===== src/rtl/cpu_pkg.sv =====
// Shared pipeline types for the post-decode control path: the per-stage entry
// record, its bubble value and the x0-aware register-match helper.
package cpu_pkg;

  // Upper bounds for the entry fields; instances use the low CTRL_W / REG_AW bits.
  localparam int CTRL_W_MAX = 32;
  localparam int REG_AW_MAX = 8;

  typedef struct packed {
    logic                  valid;
    logic                  reg_write;
    logic                  mem_read;
    logic [REG_AW_MAX-1:0] rd;
    logic [CTRL_W_MAX-1:0] ctrl;
  } pipe_entry_t;

  localparam pipe_entry_t PIPE_BUBBLE = '0;

  // x0 is hardwired to zero, so it never matches a producer.
  function automatic logic rd_hit(input logic [REG_AW_MAX-1:0] rd,
                                  input logic [REG_AW_MAX-1:0] rs);
    return (rd != '0) && (rd == rs);
  endfunction

endpackage


===== src/rtl/pipe_ctrl_fwd.sv =====
// Forward-source priority encoder for one source operand: returns k+1 for the
// youngest producing stage k, or 0 when the register file is the source.
module pipe_ctrl_fwd
  import cpu_pkg::*;
#(
  parameter int NUM_STAGES = 4,
  parameter int SEL_W      = $clog2(NUM_STAGES + 1)
) (
  input  logic [NUM_STAGES-1:0]            valid_i,
  input  logic [NUM_STAGES-1:0]            reg_write_i,
  input  logic                             load0_i,
  input  logic [NUM_STAGES*REG_AW_MAX-1:0] rd_i,
  input  logic [REG_AW_MAX-1:0]            rs_i,
  output logic [SEL_W-1:0]                 sel_o
);

  // Scan oldest to youngest so the lowest matching stage overrides the rest.
  // A load in stage 0 has no data yet and cannot be a source.
  always_comb begin
    sel_o = '0;
    for (int k = NUM_STAGES - 1; k >= 0; k--) begin
      if (valid_i[k] && reg_write_i[k] &&
          rd_hit(rd_i[k*REG_AW_MAX +: REG_AW_MAX], rs_i) &&
          !((k == 0) && load0_i)) begin
        sel_o = SEL_W'(k + 1);
      end
    end
  end

endmodule


===== src/rtl/pipe_ctrl.sv =====
// Post-decode pipeline controller: stage registers, hazard stall, forwarding
// selects and retire counter. Define PIPE_CTRL_FWD_EN to enable forwarding.
module pipe_ctrl
  import cpu_pkg::*;
#(
  parameter int  NUM_STAGES = 4,
  parameter int  CTRL_W     = 8,
  parameter int  REG_AW     = 5,
  localparam int SEL_W      = $clog2(NUM_STAGES + 1)
) (
  input  logic                         clk_i,
  input  logic                         rst_ni,
  input  logic                         id_valid_i,
  input  logic [CTRL_W-1:0]            id_ctrl_i,
  input  logic [REG_AW-1:0]            id_rd_i,
  input  logic [REG_AW-1:0]            id_rs1_i,
  input  logic [REG_AW-1:0]            id_rs2_i,
  input  logic                         id_reg_write_i,
  input  logic                         id_mem_read_i,
  input  logic                         flush_i,
  input  logic                         stall_ext_i,
  output logic                         id_ready_o,
  output logic                         hazard_stall_o,
  output logic [NUM_STAGES-1:0]        stage_valid_o,
  output logic [NUM_STAGES*CTRL_W-1:0] stage_ctrl_o,
  output logic [NUM_STAGES*REG_AW-1:0] stage_rd_o,
  output logic [SEL_W-1:0]             fwd_rs1_sel_o,
  output logic [SEL_W-1:0]             fwd_rs2_sel_o,
  output logic [31:0]                  retire_cnt_o
);

  if (NUM_STAGES < 2 || NUM_STAGES > 8 || CTRL_W < 1 || CTRL_W > CTRL_W_MAX ||
      REG_AW < 1 || REG_AW > REG_AW_MAX) begin : g_bad_cfg
    $error("pipe_ctrl: unsupported parameter set");
  end

  pipe_entry_t                      stage_q [NUM_STAGES];
  pipe_entry_t                      id_entry;
  logic [31:0]                      retire_cnt_q;
  logic [REG_AW_MAX-1:0]            rs1_ext, rs2_ext;
  logic                             accept_id;
  logic                             s0_hit1, s0_hit2;
  logic [NUM_STAGES-1:0]            st_valid, st_reg_write;
  logic [NUM_STAGES*REG_AW_MAX-1:0] st_rd;
  logic [SEL_W-1:0]                 sel1, sel2;
  logic [NUM_STAGES-1:0]            unused_bits;

  // ID handshake: id_valid_i offers the decoded instruction; id_ready_o is high
  // exactly in the cycle it is taken into stage 0 on the next rising edge.
  // An offer that is not taken must be re-presented by the decoder.
  assign rs1_ext    = REG_AW_MAX'(id_rs1_i);
  assign rs2_ext    = REG_AW_MAX'(id_rs2_i);
  assign accept_id  = id_valid_i && !flush_i && !hazard_stall_o;
  assign id_ready_o = accept_id && !stall_ext_i;

  always_comb begin
    id_entry           = PIPE_BUBBLE;
    id_entry.valid     = 1'b1;
    id_entry.reg_write = id_reg_write_i;
    id_entry.mem_read  = id_mem_read_i;
    id_entry.rd        = REG_AW_MAX'(id_rd_i);
    id_entry.ctrl      = CTRL_W_MAX'(id_ctrl_i);
  end

  // Flush wins over an external stall, but only stage 0 is squashed then.
  always_ff @(posedge clk_i or negedge rst_ni) begin
    if (!rst_ni) begin
      for (int k = 0; k < NUM_STAGES; k++) begin
        stage_q[k] <= PIPE_BUBBLE;
      end
      retire_cnt_q <= '0;
    end else if (stall_ext_i) begin
      if (flush_i) begin
        stage_q[0] <= PIPE_BUBBLE;
      end
    end else begin
      stage_q[0] <= accept_id ? id_entry : PIPE_BUBBLE;
      for (int k = 1; k < NUM_STAGES; k++) begin
        stage_q[k] <= stage_q[k-1];
      end
      if (stage_q[NUM_STAGES-1].valid) begin
        retire_cnt_q <= retire_cnt_q + 32'd1;
      end
    end
  end

  for (genvar k = 0; k < NUM_STAGES; k++) begin : g_stage
    assign stage_valid_o[k]               = stage_q[k].valid;
    assign stage_ctrl_o[k*CTRL_W +: CTRL_W] = stage_q[k].ctrl[CTRL_W-1:0];
    assign stage_rd_o[k*REG_AW +: REG_AW]   = stage_q[k].rd[REG_AW-1:0];
    assign st_valid[k]                    = stage_q[k].valid;
    assign st_reg_write[k]                = stage_q[k].reg_write;
    assign st_rd[k*REG_AW_MAX +: REG_AW_MAX] = stage_q[k].rd;
    // Padding bits above CTRL_W and late-stage load flags are never consumed.
    assign unused_bits[k]                 = ^{stage_q[k].ctrl, stage_q[k].mem_read};
  end

  assign retire_cnt_o = retire_cnt_q;

  pipe_ctrl_fwd #(.NUM_STAGES(NUM_STAGES), .SEL_W(SEL_W)) u_fwd_rs1 (
    .valid_i     (st_valid),
    .reg_write_i (st_reg_write),
    .load0_i     (stage_q[0].mem_read),
    .rd_i        (st_rd),
    .rs_i        (rs1_ext),
    .sel_o       (sel1)
  );

  pipe_ctrl_fwd #(.NUM_STAGES(NUM_STAGES), .SEL_W(SEL_W)) u_fwd_rs2 (
    .valid_i     (st_valid),
    .reg_write_i (st_reg_write),
    .load0_i     (stage_q[0].mem_read),
    .rd_i        (st_rd),
    .rs_i        (rs2_ext),
    .sel_o       (sel2)
  );

  assign s0_hit1 = rd_hit(stage_q[0].rd, rs1_ext);
  assign s0_hit2 = rd_hit(stage_q[0].rd, rs2_ext);

`ifdef PIPE_CTRL_FWD_EN
  // Only a load still in stage 0 cannot be bypassed.
  assign hazard_stall_o = id_valid_i && stage_q[0].valid && stage_q[0].mem_read &&
                          (s0_hit1 || s0_hit2);
  assign fwd_rs1_sel_o  = sel1;
  assign fwd_rs2_sel_o  = sel2;
`else
  // Without bypass, wait until every producer has reached the last stage. The
  // encoder skips a stage-0 load, so that case is matched separately.
  assign hazard_stall_o = ((sel1 != '0) && (sel1 < SEL_W'(NUM_STAGES))) ||
                          ((sel2 != '0) && (sel2 < SEL_W'(NUM_STAGES))) ||
                          (stage_q[0].valid && stage_q[0].reg_write &&
                           (s0_hit1 || s0_hit2));
  assign fwd_rs1_sel_o  = '0;
  assign fwd_rs2_sel_o  = '0;
`endif

endmodule


===== config.mk =====
export PLATFORM = sky130hd
export DESIGN_NAME = pipe_ctrl
export DESIGN_NICKNAME = d
export VERILOG_FILES = /design/src/rtl/cpu_pkg.sv /design/src/rtl/pipe_ctrl_fwd.sv /design/src/rtl/pipe_ctrl.sv
export SDC_FILE = /design/constraint.sdc
export NUM_CORES = 1
export LEC_CHECK = 0
export BUFFER_PORTS_ARGS = -buffer_cell sky130_fd_sc_hd__buf_2
export CORE_UTILIZATION = 41
export DETAILED_ROUTE_END_ITERATION = 8
export PLACE_DENSITY = 0.79
export SYNTH_ARGS = -nofsm -noshare
export SYNTH_HDL_FRONTEND = slang
export SYNTH_SLANG_ARGS = --single-unit

===== constraint.sdc =====
create_clock -name clk_i -period 1.9 [get_ports clk_i]
set_clock_uncertainty 0.1 [all_clocks]
set_input_delay 0.38 -clock clk_i [delete_from_list [all_inputs] [get_ports clk_i]]
set_output_delay 0.38 -clock clk_i [all_outputs]
set_load 0.02 [all_outputs]

# --- Word-level counts from Yosys, hierarchy flattened ---
# Cells that the tools add are included.
op_classes:
  reduce_logical: 42
  eq_ne: 9
  order_cmp: 2
  bitwise_logic: 1
  addsub: 1
  mux: 11
ops:
  columns: ["operator", "n"]
  rows:
  - ["2-to-1 mux 43 bit", 3]
  - ["equality test 8 x 5 -> 1 bit", 8]
  - ["adder 32 x 1 -> 32 bit (second input constant)", 1]
  - ["nonzero test 8 bit", 4]
  - ["logical AND 1 bit", 28]
  - ["2-to-1 mux 3 bit", 8]
  - ["< comparator 3 bit (second input constant)", 2]
  - ["nonzero test 3 bit", 2]
  - ["logical NOT 1 bit", 4]
  - ["logical OR 1 bit", 3]
  - ["inequality test 2 bit (second input constant)", 1]
  - ["AND reduction 2 bit", 1]
  - ["NOT 1 bit", 1]
totals:
  in_bits: 30
  wordCells: 84
  output_inout_bits: 96
  ff_bits: 105

# --- Depth between registers and ports, before layout ---
# Gate-level depths: netlist of run 1.
depth:
  word_depth: 15
  depth_mapped: 7
  depth_no_buf: 6

# --- Cells and area by module ---
# Synthesis of run 1 repeated with hierarchy kept, for this count alone.
unflattened:
  hier_cells: 544
  area_unflattened_um2: 5685.5
modules_own_cells:
  columns: ["module", "area_each_um2", "cells_each", "n_inst"]
  rows:
  - ["pipe_ctrl", 4679.5, 408, 1]
  - ["pipe_ctrl_fwd", 503.0, 68, 2]

# --- Worst setup path before layout of run 1 ---
# Ideal clock, no wire load.
synth_path:
  kind: "register to output"
  startpoint: "register stage_q (netlist bit stage_rd_o[5])"
  endpoint: "output port id_ready_o"
  path_stages_with_launch: 6
  path_slack_ns: -0.406
  arrival_time_ns: 1.826
  required_ns: 1.420
  path_cell_list: "dfrtp_1 > or4_1 > o211ai_2 > o211ai_4 > buf_6 > nor2_1"
synth_between:
  elab_chain_cells: 12
  word_cells_on_any_way: 22
synth_lines:
  columns: ["item", "line", "source"]
  rows:
  - ["start: declaration", "pipe_ctrl.sv:37", "pipe_entry_t stage_q [NUM_STAGES];"]
  - ["start signal: indexed assignment", "pipe_ctrl.sv:79", "stage_q[k] <= stage_q[k-1];"]
  - ["equality test 8 x 5 -> 1 bit / nonzero test 8 bit (equally long branches)", "cpu_pkg.sv:22", "return (rd != '0) && (rd == rs);"]
  - ["logical AND 1 bit", "cpu_pkg.sv:22", null]
  - ["logical AND 1 bit", "pipe_ctrl_fwd.sv:22", "if (valid_i[k] && reg_write_i[k] &&"]
  - ["2-to-1 mux 3 bit (2 in series)", "pipe_ctrl_fwd.sv:22", null]
  - ["< comparator 3 bit, or another cell as far along", "pipe_ctrl.sv:130", "assign hazard_stall_o = ((sel1 != '0) && (sel1 < SEL_W'(NUM_STAGES))) ||"]
  - ["logical AND 1 bit, on equally long branches", "pipe_ctrl.sv:130, pipe_ctrl.sv:131", null]
  - ["logical OR 1 bit (*)", "pipe_ctrl.sv:130", null]
  - ["logical OR 1 bit (*)", "pipe_ctrl.sv:131", "((sel2 != '0) && (sel2 < SEL_W'(NUM_STAGES))) ||"]
  - ["logical NOT 1 bit (*)", "pipe_ctrl.sv:53", "assign accept_id = id_valid_i && !flush_i && !hazard_stall_o;"]
  - ["logical AND 1 bit (*)", "pipe_ctrl.sv:53", null]
  - ["logical AND 1 bit (*)", "pipe_ctrl.sv:54", "assign id_ready_o = accept_id && !stall_ext_i;"]
  - ["end: declaration", "pipe_ctrl.sv:22", "output logic id_ready_o,"]
# Every way passes the cells marked *; elsewhere a longest branch is shown, timed or not.

# --- Worst setup path in the final report of run 1 ---
layout_path:
  startpoint: "register stage_q (netlist bit stage_rd_o[13])"
  endpoint: "output port hazard_stall_o"
layout_between:
  elab_chain_cells: 10
  word_cells_on_any_way: 21
layout_lines:
  columns: ["item", "line", "source"]
  rows:
  - ["equality test 8 x 5 -> 1 bit / nonzero test 8 bit (equally long branches)", "cpu_pkg.sv:22", null]
  - ["logical AND 1 bit", "cpu_pkg.sv:22", null]
  - ["logical AND 1 bit", "pipe_ctrl_fwd.sv:22", null]
  - ["2-to-1 mux 3 bit (3 in series)", "pipe_ctrl_fwd.sv:22", null]
  - ["< comparator 3 bit, or another cell as far along", "pipe_ctrl.sv:130", null]
  - ["logical AND 1 bit, on equally long branches", "pipe_ctrl.sv:130, pipe_ctrl.sv:131", null]
  - ["logical OR 1 bit (*)", "pipe_ctrl.sv:130", null]
  - ["logical OR 1 bit (*)", "pipe_ctrl.sv:131", null]
  - ["end: declaration", "pipe_ctrl.sv:23", "output logic hazard_stall_o,"]
# Marks and branches as above.

==> out/results.md, run 1 <==
| Step | Result | Reported |
| --- | --- | --- |
| synth | Instance count of the mapped netlist | 346 |
| worst setup path | Kind of start point of the critical path | flop |
| power | Maximum ir drop on the vdd rail | 0.376 mV |
| placed design | Last weighted congestion value of the routability-driven placer | 0.864 |
| flow run | Max-Cap Viols | 0 |
| clock network | Insertion delay of the later-clocked pin in the worst-skew pair | 0.36 ns |
| synth | Distinct cell type count of the synthesized netlist | 37 |
| timing | Final-layout worst hold slack | 0.162 ns |
| synth | Share of synthesized flip-flops with an asynchronous set or reset | 1.00 |
| detailed routing | DR WL met2 | 5250 µm |
| timing | Final Hold Vio Count | 0 |
| die | Core area | 9910 µm² |
| cells and area | FF+latch area | 2290 µm² |
| cells and area | Fin nets | 539 |
| power | Leakage power | 3.09 nW |
| die | Placement row count | 36 |
| timing | Max Slew Vio Count | 0 |
| timing | Tcrit/Tclk final | 1.29 |
| clock network | Count of H-tree levels built during CTS | 3 |
| synth | Area contributors post-synth | dfrtp_1 54%, mux2_2 12%, xor2_1 8.5% |
| detailed routing | Vias | 3219 |
| die | Die Footprint | 10800 µm² |
| synth | Leading cell type by number of instances after synthesis | dfrtp_1 |
| synth | Cell area after synthesis | 4250 µm² |
| grt | Number of antenna violations at the first check in global routing | 0 |
| synth | Commonest cells post-synth | 91 x dfrtp_1, 45 x mux2_2, 41 x xor2_1 |
| power | Power per cell area | 735 nW/µm² |
| die | Die extent in y | 104 µm |
| synth | Share of synthesized area occupied by flip-flops and latches | 0.536 |
| cells and area | Area used by multi-input combinational logic | 2040 µm² |
| timing | RSZ-0062 raised after global routing | yes |
| detailed routing | Total length of routed met3 wires | 472 µm |
| grt | Pin count of the biggest net entering global routing | 41 |
| cells and area | Ant diodes | 0 |
| worst setup path | Highest fanout seen on the critical path | 4 |
| synth | Flip-flop and latch count after synthesis | 91 |
| clock network | Clock buffers created by TritonCTS | 9 |
| clock network | Clock-pin transition on the worst setup and hold timing paths | 0.11 ns |
| cells and area | Core Util, Final | 0.579 |
| cells and area | P&R area growth vs syn | 35.2% |
| detailed routing | Count of routing violations after the opening detailed-route iteration | 98 |
| timing | Final worst path period need | 2.46 ns |
| synth | Average footprint of a synthesized cell | 12.3 µm² |
| status | Run status | complete, but fails checks |
| detailed routing | DRC violations left | 0 |
| synth | Count of synthesis-stage warnings from yosys | 0 |
| synth | Share of the synthesized area in the top cell type | 0.536 |
| grt | Vias in the first global route | 3228 |
| worst setup path | Required time worst endpoint | 1.42 ns |
| clock network | TritonCTS Sinks | 91 |
| grt | Total gr overflow | 0 |
| detailed routing | Drt pass-1 iters | 4 |
| synth | Post-synth EDFFs | 0 |
| grt | First-pass GRT wire length | 15800 µm |
| power | Post-layout total power | 4.22 mW |
| worst hold path | Worst hold path class | input port to flop |
| detailed routing | Met1 Routed Length | 4000 µm |
| cells and area | Count of filler cells inserted in the layout | 833 |
| status | Failing checks | negative setup slack |
| worst setup path | Endpoint class of the critical path | output port |
| placed design | Input/output buffers | 118 |
| clock network | CTS tree | built |
| die | Top-level I/O count | 126 |
| die | Die X-Extent | 104 µm |
| timing | Final setup margin | -0.557 ns |
| cells and area | Share of layout cells above drive strength 1 | 0.520 |
| grt | Combined global-route utilization of all metal layers | 0.181 |
| timing | Final TNS setup | -2.85 ns |
| timing | Final setup vio count | 17 |
| worst setup path | Arrival time at the worst endpoint | 1.98 ns |
| detailed routing | Post-route ant nets | 0 |
| synth | Leading register cell type out of synthesis | dfrtp_1 |
| detailed routing | Average detailed-routed wire length per instance | 15.2 µm |
| detailed routing | Total routed wirelength | 9850 µm |
| detailed routing | Uppermost layer routed | met4 |
| worst setup path | Critical path start-end classification | flop to output port |
| clock network | Clock tree buffer depth | 2 |
| placed design | HPWL after detailed placement | 6950 µm |
| synth | Largest area contributor in the synthesized netlist | dfrtp_1 |
| detailed routing | Post-detailed-route via-to-cell ratio | 4.98 |
| die | Initial Util | 0.429 |
| clock network | Clock Tree Root | clkbuf_8 |
| timing | Maximum clock rate | 407 MHz |
==> what timing repair did <==
action	in CTS	in global routing
hold endpoints to repair	24	0
gates resized for setup	10	35
setup endpoints to repair	17	22
hold buffers	1	0
pin swaps	6	9
setup buffers	3	3
gates cloned	0	1
==> area by class of cell <==
cell class	count	share of cell area
Clock inverter	7	0.0137
Tap cell	133	0.0290
Inverter	16	0.0105
Multi-Input combinational cell	228	0.356
Clock buffer	9	0.0216
Timing Repair Buffer	162	0.171
Sequential cell	91	0.398
==> layer usage <==
metal / up-vias / track usage
met5: - / 0
met2: 96 / 0.314
met4: 0 / 0.0571
li1: 1502 / -
met1: 1605 / 0.225
met3: 16 / 0.0409
==> layout by cell type (no fill, tap or decap), types with 3 or more instances in the layout <==
cell type / count
a22oi_2: 3
and4_1: 4
buf_2: 115
buf_4: 40
buf_6: 3
clkbuf_8: 9
conb_1: 6
dfrtp_1: 84
dfrtp_2: 7
inv_1: 16
inv_6: 3
mux2_2: 45
nand2_1: 29
nand3_1: 12
nand4_1: 4
nor2_1: 10
nor2b_1: 3
nor3_1: 7
nor3_2: 7
o211ai_4: 3
o31ai_2: 6
o31ai_4: 8
xnor2_1: 20
xor2_1: 41
==> final timing paths <==
kind | to | slack [ns] | startpoint | cells after the start
setup / recovery | hazard_stall_o | -0.56 | stage_rd_o[13] | 5
hold / removal | stage_ctrl_o[4] | 0.16 | id_ctrl_i[4] | 3
setup reg to reg | stage_rd_o[0] | -0.17 | stage_rd_o[13] | 6
hold reg to reg | retire_cnt_o[31] | 0.37 | retire_cnt_o[31] | 1
max in group asynchronous | stage_rd_o[0] | 0.78 | rst_ni | 3
min in group asynchronous | retire_cnt_o[22] | 0.37 | rst_ni | 2
==> kinds of logic after synthesis <==
kind of cell / after synthesis / share of synthesized area
AO/OA/AOI/OAI: 24 / 0.0598
XOR/XNOR: 61 / 0.126
adder cells (fa/ha/maj): 1 / 0.00295
buffers and inverters: 32 / 0.0371
flip-flops: 91 / 0.536
multiplexers: 45 / 0.119
other: 1 / 0.000883
AND/OR/NAND/NOR: 91 / 0.118
==> critical path: stages (launching register included) <==
cell,delay [ns]
dfrtp_2,0.45
or4_4,0.55
o211ai_4,0.19
o22ai_4,0.12
o21bai_4,0.19
buf_6,0.13
==> state kept, by name, indices dropped and copies added, names as in the netlist <==
name and count:
stage_valid_o 4, retire_cnt_o 32, st_reg_write 3, stage_rd_o 20, stage_ctrl_o 32
==> per-stage QoR <==
stage | cells | area (µm²) | setup slack [ns]
2_1_floorplan | 351 | 4280 | -0.303
3_3_place_gp | 624 | 5240 | -0.213
3_5_place_dp | 624 | 5240 | -0.229
4_1_cts | 644 | 5520 | -0.582
5_1_grt | 646 | 5740 | -0.632
6_report | 646 | 5740 | -0.557
==> power breakdown <==
group          total, mW  switching (mW)  internal (mW)
Clock               1.30           0.781          0.524
Combinational      0.742           0.431          0.311
Sequential          2.17           0.120           2.05
No activity file was read; power rests on OpenSTA's default activity.
==> run 2, diff against run 1 <==
--- a/config.mk
+++ b/config.mk
@@ -6,9 +6,9 @@
 export NUM_CORES = 1
 export LEC_CHECK = 0
 export BUFFER_PORTS_ARGS = -buffer_cell sky130_fd_sc_hd__buf_2
-export CORE_UTILIZATION = 41
+export CORE_UTILIZATION = 45
 export DETAILED_ROUTE_END_ITERATION = 8
-export PLACE_DENSITY = 0.79
+export PLACE_DENSITY = 0.85
 export SYNTH_ARGS = -nofsm -noshare
 export SYNTH_HDL_FRONTEND = slang
 export SYNTH_SLANG_ARGS = --single-unit
==> out/results.md, run 2 (same netlist as run 1, synthesis figures left out) <==
| Step | Result | Reported |
| --- | --- | --- |
| power | Sequential share of power | 0.503 |
| cells and area | Fin nets | 535 |
| cells and area | P&R area growth vs syn | 34.6% |
| placed design | Number of placed instances with taps included | 598 |
| detailed routing | Post-detailed-route via-to-cell ratio | 5.13 |
| detailed routing | Post-route ant nets | 0 |
| status | Run status | complete, but fails checks |
| die | Die Footprint | 9830 µm² |
| clock network | Clock buffers created by TritonCTS | 9 |
| cells and area | Most common library cell in the layout ignoring fill and taps | buf_2 |
| power | Internal power summed over all cells | 3.01 mW |
| clock network | Clock Tree Root | clkbuf_8 |
| timing | Final setup margin | -0.555 ns |
| power | Power per cell area | 756 nW/µm² |
| worst hold path | Hold Path Stages | 3 |
| worst setup path | Endpoint class of the critical path | output port |
| die | Die X-Extent | 99.2 µm |
| grt | First-pass GRT wire length | 15200 µm |
| placed design | Input/output buffers | 118 |
| worst setup path | Arrival time at the worst endpoint | 1.97 ns |
| timing | Final Hold Vio Count | 0 |
| cells and area | Share of layout cells above drive strength 1 | 0.525 |
| clock network | Clock tree buffer depth | 2 |
| power | Net load switching power | 1.31 mW |
| detailed routing | Drt pass-1 iters | 5 |
| placed design | Pre-CTS worst setup slack | -0.199 ns |
| power | Maximum ir drop on the vdd rail | 0.390 mV |
| placed design | Last weighted congestion value of the routability-driven placer | 0.862 |
| detailed routing | DRC violations left | 0 |
| timing | Final-layout worst hold slack | 0.164 ns |
| worst setup path | Cells along the critical path | or4_4 -> o211ai_4 -> o22ai_4 -> o21bai_4 -> buf_6 |
| detailed routing | Count of routing violations after the opening detailed-route iteration | 72 |
| cells and area | Core Util, Final | 0.622 |
| grt | Number of antenna violations at the first check in global routing | 0 |
| die | Top-level I/O count | 126 |
| power | Net switching share of the total power | 0.304 |
| worst setup path | Kind of cell adding the most delay to the critical path | simple AND/OR/NAND/NOR gates |
| die | Die extent in y | 99.2 µm |
| clock network | Insertion delay of the later-clocked pin in the worst-skew pair | 0.36 ns |
| timing | RSZ-0062 raised after global routing | yes |
| worst setup path | Cell with the largest stage delay on the worst path | or4_4 |
| power | Leakage power | 3.08 nW |
| clock network | CTS tree | built |
| status | Failing checks | negative setup slack |
| worst hold path | Worst hold path class | input port to flop |
| die | Core area | 9200 µm² |
| die | Initial Util | 0.462 |
| timing | Final setup vio count | 17 |
| power | Share of total power in combinational logic | 0.172 |
| worst setup path | Max stage delay on crit path | 0.53 ns |
| placed design | HPWL after detailed placement | 6740 µm |
| worst setup path | Required time worst endpoint | 1.42 ns |
| power | Clock group share of total power | 0.326 |
| worst setup path | Buffers & Inverters on Critical Path | 1 |
| worst setup path | Total number of cells along the worst setup path | 5 |
| cells and area | Most frequent cells in the layout | 115 x buf_2, 85 x dfrtp_1, 45 x mux2_2 |
| cells and area | Final instance count without filler cells | 620 |
| grt | Pin count of the biggest net entering global routing | 33 |
| grt | Combined global-route utilization of all metal layers | 0.195 |
| clock network | Clock-pin transition on the worst setup and hold timing paths | 0.09 ns |
| grt | Total gr overflow | 0 |
| clock network | TritonCTS Sinks | 91 |
| flow run | Max-Cap Viols | 0 |
| timing | Final worst path period need | 2.45 ns |
| clock network | Count of H-tree levels built during CTS | 3 |
| timing | Tcrit/Tclk final | 1.29 |
| detailed routing | Average detailed-routed wire length per instance | 15.5 µm |
| timing | Maximum clock rate | 407 MHz |
| worst setup path | Critical path start-end classification | flop to output port |
| timing | Max Slew Vio Count | 0 |
| grt | Vias in the first global route | 3179 |
| cells and area | Ant diodes | 0 |
| detailed routing | Total routed wirelength | 9610 µm |
| worst setup path | Highest fanout seen on the critical path | 3 |
| detailed routing | Vias | 3182 |
| die | Placement row count | 35 |
| worst setup path | Worst-case reg-to-reg path depth | 6 |
| worst setup path | Kind of start point of the critical path | flop |
-- run 2: per-layer routing --
layer	GRT usage	wire length, µm	part of all wire
met2	0.334	4910	0.51
met3	0.0344	396	0.041
met4	0.0781	192	0.020
met1	0.245	4110	0.43
met5	0	0	0
-- run 2: per-stage QoR --
step	setup TNS [ns]	power (mW)	instance area [µm²]
2_1_floorplan	-0.631	2.58	4280
3_3_place_gp	-0.678	2.87	5200
3_5_place_dp	-1.20	2.90	5200
4_1_cts	-1.62	4.32	5470
5_1_grt	-3.59	4.51	5720
6_report	-2.69	4.32	5720
-- run 2: worst paths after layout --
| kind | start | endpoint | slack, ns |
|---|---|---|---|
| worst max-delay path | stage_rd_o[0] | hazard_stall_o | -0.55 |
| worst min-delay path | id_rd_i[0] | stage_rd_o[0] | 0.16 |
| worst max register to register | stage_rd_o[0] | st_reg_write[0] | -0.14 |
| worst min register to register | retire_cnt_o[31] | retire_cnt_o[31] | 0.38 |
| max in group asynchronous | rst_ni | retire_cnt_o[8] | 0.75 |
| min in group asynchronous | rst_ni | stage_rd_o[19] | 0.44 |
-- run 2: power groups by stage --
stage	Sequential, mW	Clock [mW]	Combinational [mW]
global route	2.19	1.52	0.801
detailed placement	2.21	0	0.694
finish	2.17	1.41	0.742
global placement	2.19	0	0.675
CTS	2.17	1.44	0.712
floorplan	2.34	0	0.247
-- run 2: worst min-delay path, cell delays in order --
cell and delay (ns):
buf_2 0.09, inv_1 0.05, o31ai_2 0.06
-- run 2: layout make-up --
type	instances	area, µm²
fillers	713	3480
flip-flops and latches	91	2280
multi-input cells	229	2070
repair buffers	157	946
well taps	111	139
clock buffers	9	124
clock inverters	7	90.1
inverters	16	60.1
-- run 2: what timing repair did --
item,in CTS,in global routing
buffers inserted,0,4
hold buffers,1,0
pin swaps,7,11
gates cloned,0,1
gates resized for setup,11,38
setup endpoints to repair,17,28
hold endpoints to repair,27,0
==> run 3, diff against run 2 <==
--- a/config.mk
+++ b/config.mk
@@ -8,7 +8,8 @@
 export BUFFER_PORTS_ARGS = -buffer_cell sky130_fd_sc_hd__buf_2
 export CORE_UTILIZATION = 45
 export DETAILED_ROUTE_END_ITERATION = 8
-export PLACE_DENSITY = 0.85
+export PLACE_DENSITY = 0.7
+export SKIP_CTS_REPAIR_TIMING = 1
 export SYNTH_ARGS = -nofsm -noshare
 export SYNTH_HDL_FRONTEND = slang
 export SYNTH_SLANG_ARGS = --single-unit
==> constraint.sdc (replaced) <==
create_clock -name clk_i -period 1.9 [get_ports clk_i]
set_clock_uncertainty 0.1 [all_clocks]
set_input_delay 0.19 -clock clk_i [delete_from_list [all_inputs] [get_ports clk_i]]
set_output_delay 0.19 -clock clk_i [all_outputs]
set_load 0.02 [all_outputs]
==> out/results.md, run 3 (same netlist as run 1, synthesis figures left out) <==
| Step | Result | Reported |
| --- | --- | --- |
| status | Run status | complete, but fails checks |
| status | Failing checks | negative setup slack |
| timing | Final setup vio count | 17 |
| cells and area | FF+latch area | 2280 µm² |
| power | Maximum ir drop on the vdd rail | 0.438 mV |
| detailed routing | Vias | 3252 |
| worst setup path | Cells along the critical path | or4_4 -> o211ai_4 -> o22ai_4 -> o21bai_4 -> buf_6 |
| worst setup path | Reg2Reg Launch Point | stage_rd_o[0] |
| die | Initial Util | 0.462 |
| cells and area | Area used by multi-input combinational logic | 1960 µm² |
| detailed routing | DRC violations left | 0 |
| worst setup path | Critical path start-end classification | flop to output port |
| timing | Final setup margin | -0.379 ns |
| cells and area | Fin nets | 541 |
| die | Top-level I/O count | 126 |
| detailed routing | Drt pass-1 iters | 4 |
| worst setup path | Highest fanout seen on the critical path | 3 |
| timing | Final-layout worst hold slack | 0.169 ns |
| grt | Pin count of the biggest net entering global routing | 37 |
| worst setup path | Required time worst endpoint | 1.61 ns |
| clock network | Clock Tree Root | clkbuf_8 |
| detailed routing | Count of routing violations after the opening detailed-route iteration | 119 |
| worst setup path | Arrival time at the worst endpoint | 1.99 ns |
| cells and area | Share of layout cells above drive strength 1 | 0.485 |
| die | Die extent in y | 99.2 µm |
| clock network | Clock-pin transition on the worst setup and hold timing paths | 0.09 ns |
| timing | Tcrit/Tclk final | 1.20 |
| placed design | HPWL after detailed placement | 6780 µm |
| detailed routing | Post-route ant nets | 0 |
| grt | First-pass GRT wire length | 14600 µm |
| cells and area | Most common library cell in the layout ignoring fill and taps | buf_2 |
| placed design | Last weighted congestion value of the routability-driven placer | 0.820 |
| worst setup path | Cell with the largest stage delay on the worst path | or4_4 |
| worst setup path | Endpoint class of the critical path | output port |
| placed design | Input/output buffers | 118 |
| cells and area | P&R area growth vs syn | 33.7% |
| flow run | Max-Cap Viols | 0 |
| grt | Combined global-route utilization of all metal layers | 0.190 |
| timing | Final TNS setup | -2.40 ns |
| detailed routing | Average detailed-routed wire length per instance | 15.4 µm |
| clock network | Clock buffers created by TritonCTS | 9 |
| worst hold path | Worst Min Path Start | flush_i |
| power | Leakage power | 3.07 nW |
| timing | Maximum clock rate | 439 MHz |
| clock network | Insertion delay of the later-clocked pin in the worst-skew pair | 0.36 ns |
| detailed routing | Post-detailed-route via-to-cell ratio | 5.19 |
| grt | Total gr overflow | 0 |
| clock network | CTS tree | built |
| timing | Final worst path period need | 2.28 ns |
| worst hold path | Worst hold path class | input port to flop |
| die | Die Footprint | 9830 µm² |
| power | Power per cell area | 746 nW/µm² |
| worst setup path | CP Launch Point | stage_rd_o[0] |
| die | Placement row count | 35 |
| grt | Number of antenna violations at the first check in global routing | 0 |
| cells and area | Ant diodes | 0 |
| clock network | Count of H-tree levels built during CTS | 3 |
| worst setup path | Max stage delay on crit path | 0.53 ns |
| die | Die X-Extent | 99.2 µm |
| power | Post-layout total power | 4.24 mW |
| cells and area | Most frequent cells in the layout | 115 x buf_2, 86 x dfrtp_1, 45 x mux2_2 |
| clock network | TritonCTS Sinks | 91 |
| detailed routing | Total routed wirelength | 9620 µm |
| clock network | Clock tree buffer depth | 2 |
| die | Core area | 9200 µm² |
| worst setup path | Kind of start point of the critical path | flop |
| timing | Max Slew Vio Count | 0 |
| timing | RSZ-0062 raised after global routing | yes |
| timing | Final Hold Vio Count | 0 |
| cells and area | Count of filler cells inserted in the layout | 758 |
| grt | Vias in the first global route | 3033 |
==> run 3: report_power, final <==
group	internal, mW	leakage [nW]	switching, mW
registers	2.05	1.23	0.112
logic	0.321	1.74	0.434
clock network	0.617	0.104	0.702
total	2.99	3.07	1.25
==> run 3: per-stage QoR <==
stage	std cells	setup WS, ns	util	instance area, µm²
finish	626	-0.379	0.618	5680
floorplan	351	-0.113	-	4280
global placement	592	-0.0314	0.562	5160
detailed placement	592	-0.106	0.562	5160
global route	626	-0.459	0.618	5680
CTS	608	-0.461	0.583	5360
==> run 3: path summary, 6_finish.rpt <==
kind / endpoint / slack, ns / cells after the start
hold / removal: stage_rd_o[2] / 0.17 / 5
setup / recovery: hazard_stall_o / -0.38 / 5
setup reg to reg: stage_ctrl_o[2] / -0.15 / 6
max in group asynchronous: stage_rd_o[3] / 0.90 / 3
hold reg to reg: retire_cnt_o[31] / 0.38 / 1
min in group asynchronous: retire_cnt_o[14] / 0.22 / 2
==> run 3: cell type report <==
type	count	share of cell area
sequential	91	0.402
clock buffer	9	0.0218
inverter	16	0.0106
multi-input combinational	228	0.345
clock inverter	7	0.0132
timing repair buffer	164	0.183
tap	111	0.0245
==> run 3: per-layer routing <==
layer,wire [µm],GRT usage,vias up,share of wire
met3,493,0.0520,19,0.051
met2,4760,0.303,108,0.50
met5,0,0,-,0
li1,-,-,1510,-
met1,4200,0.252,1615,0.44
met4,159,0.0633,0,0.017
==> run 3: critical path: cells and delay by family (launching register included) <==
kind	cells	cell delay, ns
simple gates	1	0.53
buf+inv	1	0.13
compound gates	3	0.53
flops	1	0.44
